## src/rtl/reg_dump.sv

```systemverilog
// Register-file dump engine: reads NUM_REGS 32-bit registers in address order and
// streams each one out as four little-endian bytes over a valid/ready byte interface.
module reg_dump #(
  parameter int unsigned NUM_REGS = 32
) (
  input  logic        clk,
  input  logic        rst,
  input  logic        start,
  output logic        busy,
  output logic        done,
  output logic [4:0]  rd_addr,
  input  logic [31:0] rd_data,
  output logic        byte_valid,
  output logic [7:0]  byte_data,
  input  logic        byte_ready
);

  typedef enum logic [1:0] {
    IDLE = 2'd0,
    LOAD = 2'd1,
    SEND = 2'd2,
    FIN  = 2'd3
  } state_e;

  localparam logic [4:0] LAST_REG = 5'(NUM_REGS - 1);

  state_e      state_q;
  logic [4:0]  reg_cnt_q;
  logic [1:0]  byte_cnt_q;
  logic [31:0] shreg_q;
  logic        busy_q;
  logic        done_q;
  logic        valid_q;

  always_ff @(posedge clk or negedge rst) begin
    if (!rst) begin
      state_q    <= IDLE;
      reg_cnt_q  <= '0;
      byte_cnt_q <= '0;
      shreg_q    <= '0;
      busy_q     <= 1'b0;
      done_q     <= 1'b0;
      valid_q    <= 1'b0;
    end else begin
      case (state_q)
        IDLE: begin
          done_q <= 1'b0;
          if (start) begin
            state_q   <= LOAD;
            reg_cnt_q <= '0;
            busy_q    <= 1'b1;
          end
        end
        LOAD: begin
          shreg_q    <= rd_data;
          byte_cnt_q <= '0;
          valid_q    <= 1'b1;
          state_q    <= SEND;
        end
        SEND: begin
          // Nothing moves until the downstream accepts the current byte.
          if (byte_ready) begin
            if (byte_cnt_q != 2'd3) begin
              shreg_q    <= {8'h00, shreg_q[31:8]};
              byte_cnt_q <= byte_cnt_q + 2'd1;
            end else if (reg_cnt_q == LAST_REG) begin
              valid_q <= 1'b0;
              done_q  <= 1'b1;
              state_q <= FIN;
            end else begin
              valid_q   <= 1'b0;
              reg_cnt_q <= reg_cnt_q + 5'd1;
              state_q   <= LOAD;
            end
          end
        end
        FIN: begin
          done_q  <= 1'b0;
          busy_q  <= 1'b0;
          state_q <= IDLE;
        end
        default: state_q <= IDLE;
      endcase
    end
  end

  assign busy       = busy_q;
  assign done       = done_q;
  assign rd_addr    = reg_cnt_q;
  assign byte_valid = valid_q;
  assign byte_data  = shreg_q[7:0];

endmodule

```

## config.mk

```make
export PLATFORM = sky130hd
export DESIGN_NAME = reg_dump
export DESIGN_NICKNAME = d
export VERILOG_FILES = /design/src/rtl/reg_dump.sv
export SDC_FILE = /design/constraint.sdc
export NUM_CORES = 1
export LEC_CHECK = 0
export ABC_CLOCK_PERIOD_IN_PS = 4800
export CELL_PAD_IN_SITES_DETAIL_PLACEMENT = 1
export CELL_PAD_IN_SITES_GLOBAL_PLACEMENT = 2
export CORE_ASPECT_RATIO = 1.4
export CORE_MARGIN = 2
export CORE_UTILIZATION = 30
export CTS_CLUSTER_SIZE = 40
export DETAILED_ROUTE_END_ITERATION = 10
export PLACE_DENSITY = 0.79
export REMOVE_ABC_BUFFERS = 1
export SLEW_MARGIN = 20
export SYNTH_ARGS = -nofsm -noshare
export SYNTH_HDL_FRONTEND = slang
export SYNTH_SLANG_ARGS = --single-unit
```

## constraint.sdc

```tcl
create_clock -name clk -period 4.8 [get_ports clk]
set_input_delay 0.96 -clock clk [delete_from_list [all_inputs] [get_ports clk]]
set_output_delay 0.96 -clock clk [all_outputs]
set_load 0.01 [all_outputs]
```

# After elaboration in Yosys (flattened, before gate mapping)
# Cells that the tools add are included.
dict set report totals {
  in_bits 36
  regBits 44
  wordCells 57
  out_inout_bits 16
}
dict set report op_classes {
  n_reduce_logical 12
  n_eq_ne 11
  n_addsub 2
  muxes 25
}
# cell count
set op_table {}
lappend op_table {{$mux W32} 2}
lappend op_table {{$pmux W32 S2} 1}
lappend op_table {{$mux W5} 4}
lappend op_table {{$ne A2 B2 Y1 const B} 7}
lappend op_table {{$mux W2} 6}
lappend op_table {{$pmux W5 S2} 1}
lappend op_table {{$reduce_and A3 Y1} 3}
lappend op_table {{$pmux W2 S4} 1}
lappend op_table {{$reduce_bool A2 Y1} 4}
lappend op_table {{$mux W1} 6}
lappend op_table {{$pmux W1 S2} 3}
lappend op_table {{$add A5 B1 Y5 const B} 1}
lappend op_table {{$eq A5 B5 Y1 const B} 1}
lappend op_table {{$reduce_and A5 Y1} 1}
lappend op_table {{$eq A2 B2 Y1 const B} 2}
lappend op_table {{$pmux W2 S2} 1}
lappend op_table {{$reduce_and A4 Y1} 1}
lappend op_table {{$add A2 B1 Y2 const B} 1}
lappend op_table {{$eq A2 B1 Y1 const B} 1}
lappend op_table {{$logic_not A2 Y1} 1}
lappend op_table {{$reduce_and A2 Y1} 1}
lappend op_table {{$reduce_or A2 Y1} 1}

# Depth between registers and ports, before layout
dict set report logic_depth {
  word_depth 5
  mapped_depth 9
  ltp_nobuf 7
}

# Worst setup path after synthesis
# No wires, ideal clock.
dict set report synth_path {
  path_kind {in2reg}
  start {in byte_ready}
  end {reg shreg_q[10]}
  t_arrival_ns 1.750
  path_stages 6
  slack_ns 2.967
  setup_time_ns 0.083
  t_required_ns 4.717
  n_path_buf 2
  cell_sequence {nand2b_1 -> o211ai_1 -> buf_2 -> buf_2 -> nand2_1 -> o21ai_0}
}
dict set report synth_via {
  elab_chain_cells 2
}
# element line
set synth_lines {}
lappend synth_lines {{start, declared} 15} ;# input logic byte_ready
lappend synth_lines {{$ne A2 B2 Y1 (no source line)} --}
lappend synth_lines {{$reduce_and A3 Y1 (no source line)} --}
lappend synth_lines {{end signal, assigned} 55} ;# shreg_q <= rd_data;
lappend synth_lines {{end signal, assigned} 64} ;# shreg_q <= {8'h00, shreg_q[31:8]};
lappend synth_lines {{end, declared} 30} ;# logic [31:0] shreg_q;
# No other way between the ends.
# A chain may end at the register's enable or synchronous reset.

# Worst setup path after layout
dict set report layout_path {
  start {reg state_q[0]}
  end {reg reg_cnt_q[3], in the netlist rd_addr[3]}
}
dict set report layout_via {
  elab_chain_cells 3
  elab_cells_between_ends 9
  classes_between {eq/ne: 5; mux: 1; reduce/logical: 3}
}
# element line
set layout_lines {}
lappend layout_lines {{start, declared} 27} ;# state_e state_q;
lappend layout_lines {{start signal, assigned} 37} ;# state_q <= IDLE;
lappend layout_lines {{start signal, assigned} 49} ;# state_q <= LOAD;
lappend layout_lines {{start signal, assigned} 58} ;# state_q <= SEND;
lappend layout_lines {{$eq A2 B2 Y1 or $logic_not A2 Y1 (tied branches)} 45} ;# case (state_q)
lappend layout_lines {{$ne A2 B2 Y1 (no source line) or $reduce_bool A2 Y1 (tied branches)} --}
lappend layout_lines {{$reduce_and A5 Y1 (no source line)} --}
lappend layout_lines {{end signal, assigned} 72} ;# reg_cnt_q <= reg_cnt_q + 5'd1;
lappend layout_lines {{end, declared} 28} ;# logic [4:0] reg_cnt_q;
# Several ways; a longest one is shown, not always the timed one.

==> run_results.csv <==
group,metric,value,unit
die,rows,37,
clock_network,cts_setup_buffers,0,
synthesis,yosys.area.top_type_share,49.80,%
global_routing,grtUsageMet2,21.24,%
sta,slew_violations,0,
die,dieWidth,76.56,µm
min_path,worstHoldPathType,"reg -> reg",
synthesis,synth_edf_count,0,
power,vdd_drop_max,278.4,µV
clock_network,cts_tree,"yes",
die,core_region_area,7268,µm²
critical_path,crit_slowest_cell,"ha_2",
synthesis,synthTopCellsByArea,"dfrtp_1 (50%), mux2i_1 (11%), nand2_1 (8.3%)",
synthesis,ys_seq_area_share,49.80,%
global_routing,grt.met1_usage,17.00,%
clock_network,clockRootBuffer,"clkbuf_8",
critical_path,endpoint_kind,"flip-flop",
detailed_routing,drcViolationCount,0,
global_routing,antenna_found_initial,0,
critical_path,path_class,"reg -> reg",
synthesis,async_flop_share,100.0,%
final_layout,layout.nets,308,
power,pwr_density_cell,620.2,nW/µm²
placed_design,dpl.cell_count,354,
critical_path,reg2regPathDepth,5,
global_routing,grt_pass1_vias,1693,
sta,setup_viol,0,
placed_design,dpl.hpwl,3.443,mm
detailed_routing,post_drt_via_cell_ratio,4.591,
synthesis,avgSynthCellArea,9.870,µm²
clock_network,ctsHoldBuffers,0,
sta,fmax,0.3867,GHz
run_status,outcome,"complete, no violations",
die,dieHeight,105.6,µm
detailed_routing,detail-route-antenna-nets,0,
sta,finalClockSkew,0.002595,ns
sta,hold_violations,0,
final_layout,diodes,0,
critical_path,cp.arrival,2.82,ns
critical_path,slowest_delay,0.84,ns
synthesis,yosysWarnings,0,
die,dieArea,8082,µm²
clock_network,cts-buffers-inserted,5,
sta,worstMarginPinSlew,0.9746,ns
power,leakagePower,1.253,nW
critical_path,cp-start-kind,"flip-flop",
global_routing,grt_pass1_wl,8.328,mm
global_routing,grt.total_usage,12.93,%
sta,fin_crit_sh,53.88,%
synthesis,synth_top_flop_cell,"dfrtp_1",
placed_design,io_buffers,51,
synthesis,synth_area,2211,µm²
detailed_routing,drtPass1Iterations,3,
clock_network,clk_latency,0.30,ns
sta,fin_crit,2.586,ns
critical_path,path_cells,"inv_1 > ha_2 > inv_1 > or4_1 > nand3_1",
final_layout,fin_area,2849,µm²
min_path,min_path_cells,2,
final_layout,areaGrowthSynthToFinish,28.86,%
placed_design,place_area,2725,µm²
critical_path,r2r_start,"state_q[0]$_DFFE_PN0P_",
min_path,min_from,"shreg_q[31]$_DFFE_PN0P_",
clock_network,cts_sinks,44,
critical_path,worstPathMaxFanout,35,
global_routing,gr-usage-met3,2.654,%
die,io_pins,52,
placed_design,place_congestion,0.7815,
critical_path,crit_required,5.04,ns
clock_network,clock_path_buffers,2,
min_path,min_to,"shreg_q[31]$_DFFE_PN0P_",
detailed_routing,drt_iter0_markers,60,
critical_path,reg2reg_setup_slack,2.21,ns
global_routing,globalRouteOverflowTotal,0,
synthesis,synthCells,224,
clock_network,cts.repair.resized,0,
critical_path,crit_top_cell,"inv_1",
synthesis,ys_seq_elements,44,
sta,final.setup.tns,0,ns
job,maxCapViolCount,0,
clock_network,cts.clk_slew.worst_paths,0.09,ns
global_routing,gr-max-usage-layer,"met2",
detailed_routing,via_count,1662,
synthesis,ys_types,30,
detailed_routing,wl,4.966,mm
clock_network,ctsHtreeMaxLevel,2,
final_layout,drive_gt1_share,6.415,%
sta,rsz0062_at_grt,"false",
detailed_routing,routedWlPerCell,13.72,µm
synthesis,synth_top_area_cell,"dfrtp_1",
die,initial_core_util,30.42,%
global_routing,grt_max_degree,58,
final_layout,finalNonFillerCells,362,
critical_path,reg2reg_to,"rd_addr[3]$_DFFE_PN0P_",
sta,maxSlewHeadroom,35.03,%
[worst max-delay path by stage]
stage	startpoint	endpoint	cells past startpoint
2_1_floorplan	state_q[0]$_DFFE_PN0P_	shreg_q[0]$_DFFE_PN0P_	4
3_3_place_gp	state_q[0]$_DFFE_PN0P_	rd_addr[3]$_DFFE_PN0P_	5
3_5_place_dp	state_q[0]$_DFFE_PN0P_	rd_addr[3]$_DFFE_PN0P_	5
4_1_cts	state_q[0]$_DFFE_PN0P_	rd_addr[3]$_DFFE_PN0P_	5
5_1_grt	state_q[0]$_DFFE_PN0P_	shreg_q[12]$_DFFE_PN0P_	6
6_report	state_q[0]$_DFFE_PN0P_	rd_addr[3]$_DFFE_PN0P_	5
[power breakdown]
part           switching, mW  internal, mW
combinational          0.450         0.370
clock                  0.133         0.170
sequential             0.101         0.542
[cells in the final DEF (no fill, tap or decap), types with 4 or more instances in the layout]
cell type	netlist	layout
a21oi_1	4	4
clkbuf_8	0	6
clkdlybuf4s50_1	0	50
dfrtp_1	44	44
ha_1	8	7
inv_1	4	4
mux2i_1	25	25
nand2_1	49	49
nand3_1	11	11
nor2_1	4	4
o21ai_0	28	28
[state kept, by name, indices dropped and copies added, names as in the netlist]
name	count
busy	1
byte_cnt_q	2
byte_valid	1
done	1
rd_addr	5
shreg_q	32
state_q	2
[cell type report]
cell class	instances	area [µm²]
flip-flops and latches	44	1101
fillers	858	4419
multi-input cells	157	974.7
clock inverters	2	38.79
clock buffers	6	82.58
repair buffers	52	515.5
well taps	97	121.4
inverters	4	15.01
[stage by stage]
| step | setup WS (ns) | utilization [%] | total power [mW] | hold slack (ns) |
|---|---|---|---|---|
| floorplan | 1.163 | - | 1.194 | 0.4385 |
| global placement | 2.234 | 37.49 | 1.452 | 0.4520 |
| detailed placement | 2.173 | 37.49 | 1.490 | 0.4571 |
| CTS | 2.158 | 39.16 | 1.801 | 0.4759 |
| global route | 1.963 | 39.20 | 1.934 | 0.4962 |
| finish | 2.214 | 39.20 | 1.767 | 0.4741 |
[layer usage]
layer  routed length, µm  share of wire [%]
met1                2284                 46
met2                2432                 49
met3                 182                3.7
met4                  67                1.3
met5                   0                  0
[Yosys cell counts, types with 3 or more instances]
cell,n
a21oi_1,4
buf_2,5
buf_4,10
clkbuf_1,3
dfrtp_1,44
ha_1,8
inv_1,4
mux2i_1,25
nand2_1,49
nand2b_1,3
nand3_1,11
nor2_1,4
nor2b_1,3
o21ai_0,28
o21ai_1,3
[cells by family after synthesis]
kind of cell	after synthesis	synth area share (%)
buf+inv	23	6.225
mux	27	12.51
simple gates	79	16.30
compound gates	43	10.64
flops	44	49.80
fa+ha+maj	8	4.528
[critical path, delay by kind of cell (launching register included)]
kind                       cells  cell delay [ns]
buffers and inverters          2             0.55
DFF                            1             0.43
adders and majority gates      1             0.84
and+or+nand+nor                2             0.69
No activity file was read; power rests on OpenSTA's default activity.
